--- config.mk ---
export PLATFORM = sky130hd
export DESIGN_NAME = pc
export DESIGN_NICKNAME = d
export VERILOG_FILES = /design/src/rtl/pc.sv
export SDC_FILE = /design/constraint.sdc
export NUM_CORES = 1
export LEC_CHECK = 0
export ABC_AREA = 1
export CORE_MARGIN = 2
export CORE_UTILIZATION = 53
export DETAILED_ROUTE_END_ITERATION = 16
export DONT_BUFFER_PORTS = 1
export GPL_TIMING_DRIVEN = 1
export PLACE_DENSITY = 0.71
export SYNTH_ARGS = -nofsm -noshare
export SYNTH_HDL_FRONTEND = slang
export SYNTH_SLANG_ARGS = --single-unit
--- constraint.sdc ---
create_clock -name clk -period 1.3 [get_ports clk]
set_clock_uncertainty 0.2 [all_clocks]
set_input_delay 0.26 -clock clk [delete_from_list [all_inputs] [get_ports clk]]
set_output_delay 0.26 -clock clk [all_outputs]
set_load 0.005 [all_outputs]
--- src/rtl/pc.sv ---
// Program counter for the Nibbler CPU core: holds, increments or loads a jump target each clock.
// Define PC_PHASE_EN to add the fetch/execute phase flag output.
module pc #(
    parameter int unsigned    AW       = 12,
    parameter logic [AW-1:0]  RST_ADDR = '0
) (
    input  logic          clk,
    input  logic          Rst,
    input  logic [AW-1:0] newaddr,
    input  logic          loadPC,
    input  logic          incPC,
`ifdef PC_PHASE_EN
    output logic          phase,
`endif
    output logic [AW-1:0] addr
);

    logic [AW-1:0] r_addr;
    logic [AW-1:0] w_addr_next;

    // Load wins over increment; the add wraps naturally at AW bits.
    always_comb begin
        w_addr_next = r_addr;
        if (loadPC) begin
            w_addr_next = newaddr;
        end else if (incPC) begin
            w_addr_next = r_addr + AW'(1);
        end
    end

    always_ff @(posedge clk or negedge Rst) begin
        if (!Rst) begin
            r_addr <= RST_ADDR;
        end else begin
            r_addr <= w_addr_next;
        end
    end

    assign addr = r_addr;

`ifdef PC_PHASE_EN
    logic r_phase;

    always_ff @(posedge clk or negedge Rst) begin
        if (!Rst) begin
            r_phase <= 1'b0;
        end else begin
            r_phase <= ~r_phase;
        end
    end

    assign phase = r_phase;
`endif

endmodule

# After elaboration in Yosys (flattened, before gate mapping)
# Cells that the tools add are included.
[word_totals] ff_bits=12 output_inout_bits=12
[classes] muxes=2 reduce_logical=1 add_sub_neg=1
[ops] cell="$mux 12" count=2
[ops] cell="$add 12x1->12 const B" count=1
[ops] cell="$reduce_bool 2->1" count=1

# Logic depth before layout (Yosys ltp)
[depth] depth_word=3 mapped_depth=7

# Worst setup path before layout
# Ideal clock, no wire load.
[synth_path] path_type="register to register" startpoint="register r_addr[0], in the netlist addr[0]" endpoint="register r_addr[8], in the netlist addr[8]" stages_incl_launch_ff=7 setup_slack_ns=-0.074 t_required_ns=0.979 arrival_time_ns=1.053 setup_time_ns=0.121 path_cell_list="dfrtp_1 ha_1 nand2_1 nor2_4 nand3_1 nand3_1 nand2_1"
[synth_via] elab_chain_cells=3
[synth_rtl] item="from (decl)" line="18" text="logic [AW-1:0] r_addr;"
[synth_rtl] item="from (signal assigned)" line="35" text="r_addr <= w_addr_next;"
[synth_rtl] item="$add 12x1->12" line="27" text="w_addr_next = r_addr + AW'(1);"
[synth_rtl] item="$mux 12" line="26" text="end else if (incPC) begin"
[synth_rtl] item="$mux 12" line="24" text="if (loadPC) begin"
# Every way passes these cells. The select of a mux whose other input is x is not followed.
# A chain may end at the register's enable or synchronous reset.

# Worst setup path in the final report
[layout_path] startpoint="register r_addr[4], in the netlist addr[4]" endpoint="register r_addr[8], in the netlist addr[8]"
# The elaborated chain is that of the path after synthesis.

==> flow_summary.json <==
{
  "outcome": "complete, but fails checks",
  "violations": "setup timing",
  "fillers": 48,
  "numCtsBuffers": 3,
  "seq_power_share_pct": 41.6,
  "ys_types": 21,
  "fmax_ghz": 0.6678,
  "largest_reg_flops": 12,
  "postSynthCellCount": 101,
  "worstPathCellList": "buf_4 > nand3_2 > nor2_4 > nand3_1 > nand3_1 > nand2_1",
  "antenna_found_initial": 0,
  "dr.pass1.iters": 4,
  "wl_per_cell_um": 22.75,
  "drt_wl_total_um": 3436,
  "path_max_fanout": 5,
  "num_vias": 1018,
  "fin_area_um2": 1226,
  "synthAdderAreaFrac_pct": 1.664,
  "switching_share_pct": 36.82,
  "layout-drive-gt1-share_pct": 36.76,
  "synth_area_um2": 752.0,
  "ant_nets": 0,
  "dieArea_um2": 1736,
  "io_buffer_count": 0,
  "clock_latency_ns": 0.29,
  "hold_ws_ns": 0.01209,
  "leakage_nw": 0.5582,
  "crit_path_end_kind": "flop",
  "slew_violations": 0,
  "dp_hpwl_um": 1423,
  "synth-simple-area-share_pct": 33.44,
  "syn_avg_cell_area_um2": 7.445,
  "rows": 13,
  "cp.required_ns": 1.26,
  "arrival_ns": 1.46,
  "layout_common_cells": "24 x nand2_1, 14 x dlygate4sd3_1, 13 x buf_6, 8 x nand3_1, 8 x a22oi_1",
  "grt_pass1_wl_um": 4057,
  "layout_commonest_cell": "nand2_1",
  "setup_slack_ns": -0.1974,
  "place_area_um2": 878.3,
  "drv_cap": 0,
  "worst-path-stages": 6,
  "synth_seq_cells": 12,
  "reg2regPathDepth": 6,
  "relSlewSlack_pct": 59.04,
  "cpLargestDelayFamily": "simple AND/OR/NAND/NOR gates",
  "yosys.area.top_type_share_pct": 39.93,
  "criticalPathCategory": "reg -> reg",
  "utilization_pct": 93.07,
  "p_int_w": 0.0007381,
  "hold_path_class": "in -> reg",
  "cpMostUsedCell": "nand3_1",
  "cts_sinks": 12,
  "setup_viol": 19,
  "root_buffer": "clkbuf_4",
  "grt_pass1_vias": 896,
  "synth-xor-area-share_pct": 2.329,
  "syn-num-nets": 118,
  "cp-start-kind": "flop",
  "instances_no_fill": 151,
  "place_inst": 129,
  "die_w_um": 41.67,
  "grtUsageTotal_pct": 30.95,
  "diodes": 0,
  "seq_area_frac_synth_pct": 39.93,
  "vdd_drop_max_mv": 0.7246,
  "clock_path_buffers": 2,
  "drc_errors": 0,
  "initial_core_util_pct": 57.07,
  "synth_top_family_by_area": "simple AND/OR/NAND/NOR gates",
  "p_per_area_nw_per_um2": 952.8,
  "synthMuxAreaShare_pct": 0,
  "period_needed_ns": 1.497,
  "die_h_um": 41.67,
  "fp.coreArea_um2": 1318,
  "grt_max_degree": 13,
  "hold_path_depth": 2,
  "nNetsFinal": 155,
  "rsz0062_at_grt": "true",
  "post-route-period-util_pct": 115.2,
  "clkPwrFrac_pct": 21.8,
  "io_pins": 28,
  "path_buf_inv": 1,
  "combinationalPowerShare_pct": 36.6,
  "tritoncts": "built",
  "power_switching_w": 0.0004302,
  "yosys_warnings": 0,
  "cpMaxStageDelayCell": "dfrtp_1",
  "gp_congestion": 0.8557,
  "area_growth_pct": 63.06,
  "yosysTopAreaCell": "dfrtp_1",
  "worst_pin_slew_ns": 0.6124,
  "synth_area_leaders": "dfrtp_1 40%, nand2_1 14%, a22oi_1 9.0%",
  "h-tree-depth": 1,
  "path_clk_slew_ns": 0.09,
  "hold_viol_final": 0,
  "viasPerCell": 6.742,
  "grt.overflow.total": 0,
  "drtIter0Drc": 79,
  "max_stage_delay_ns": 0.41,
  "synth_compound_area_share_pct": 15.81
}
-- worst register-to-register path: cells and delay by family (launching register included) --
kind          cells  cell delay [ns]
flops             1             0.41
simple gates      5             0.61
buf+inv           1             0.15
-- power groups by stage --
stage,sequential (W),clock (W),combinational [W]
after global routing,0.000487,0.000277,0.000453
final,0.000486,0.000255,0.000428
after global placement,0.000463,0,0.000237
after detailed placement,0.000465,0,0.000245
after floorplan,0.000476,0,0.000128
after CTS,0.000466,0.000230,0.000351
-- per-layer routing --
layer	share of wire (%)	track usage, %	vias up
met2	50	55.00	104
met1	34	36.97	481
met5	0	0	-
met3	10	6.957	23
li1	-	-	410
met4	5.2	9.032	0
-- Yosys cell counts --
| master | number |
|---|---|
| a21oi_1 | 2 |
| a22oi_1 | 9 |
| a31o_2 | 1 |
| buf_2 | 2 |
| clkinv_1 | 2 |
| dfrtp_1 | 12 |
| ha_1 | 1 |
| inv_1 | 8 |
| inv_2 | 1 |
| nand2_1 | 29 |
| nand2_2 | 2 |
| nand3_1 | 13 |
| nand3b_1 | 1 |
| nand4_1 | 1 |
| nor2_1 | 6 |
| nor2_2 | 1 |
| nor2_4 | 2 |
| o211ai_1 | 1 |
| o21ai_0 | 3 |
| o21ai_1 | 2 |
| xor2_1 | 2 |
-- metrics by stage --
step | total power, W | setup slack (ns) | TNS (ns)
after floorplan | 0.0006040 | -0.02629 | -0.04297
after global placement | 0.0006993 | -0.009054 | -0.01384
after detailed placement | 0.0007098 | -0.04871 | -0.1164
after CTS | 0.001047 | -0.07082 | -0.3177
after global routing | 0.001216 | -0.3175 | -2.181
final | 0.001168 | -0.1974 | -1.370
-- repair_timing --
| action | CTS | global route |
|---|---|---|
| resized for setup | 17 | 25 |
| setup endpoints to repair | 10 | 20 |
| pin swaps | 5 | 15 |
| setup buffers | 4 | 0 |
| hold buffers | 15 | 0 |
| endpoints found under the hold margin | 24 | 0 |
-- final timing paths --
check | startpoint | slack (ns) | endpoint
setup / recovery | addr[4]$_DFFE_PN0P_ | -0.20 | addr[8]$_DFFE_PN0P_
min in group asynchronous | Rst | 0.21 | addr[11]$_DFFE_PN0P_
hold / removal | incPC | 0.01 | addr[3]$_DFFE_PN0P_
setup reg to reg | addr[4]$_DFFE_PN0P_ | -0.20 | addr[8]$_DFFE_PN0P_
hold reg to reg | addr[11]$_DFFE_PN0P_ | 0.41 | addr[11]$_DFFE_PN0P_
max in group asynchronous | Rst | 0.25 | addr[7]$_DFFE_PN0P_
-- cell type report --
type / instances / area [um2] / area share, %
Clock buffer: 3 / 22.52 / 1.837
Inverter: 11 / 41.29 / 3.367
Multi-Input combinational cell: 76 / 493.0 / 40.20
Sequential cell: 12 / 306.5 / 25.00
Tap cell: 15 / 18.77 / 1.531
Timing Repair Buffer: 34 / 344.1 / 28.06
-- logic make-up (layout without fill, tap and decap cells) --
group / Yosys count / count (layout)
xor+xnor: 2 / 2
compound gates: 18 / 18
simple gates: 55 / 55
flops: 12 / 12
fa+ha+maj: 1 / 1
buf+inv: 13 / 48
(Power assumes the default switching activity.)
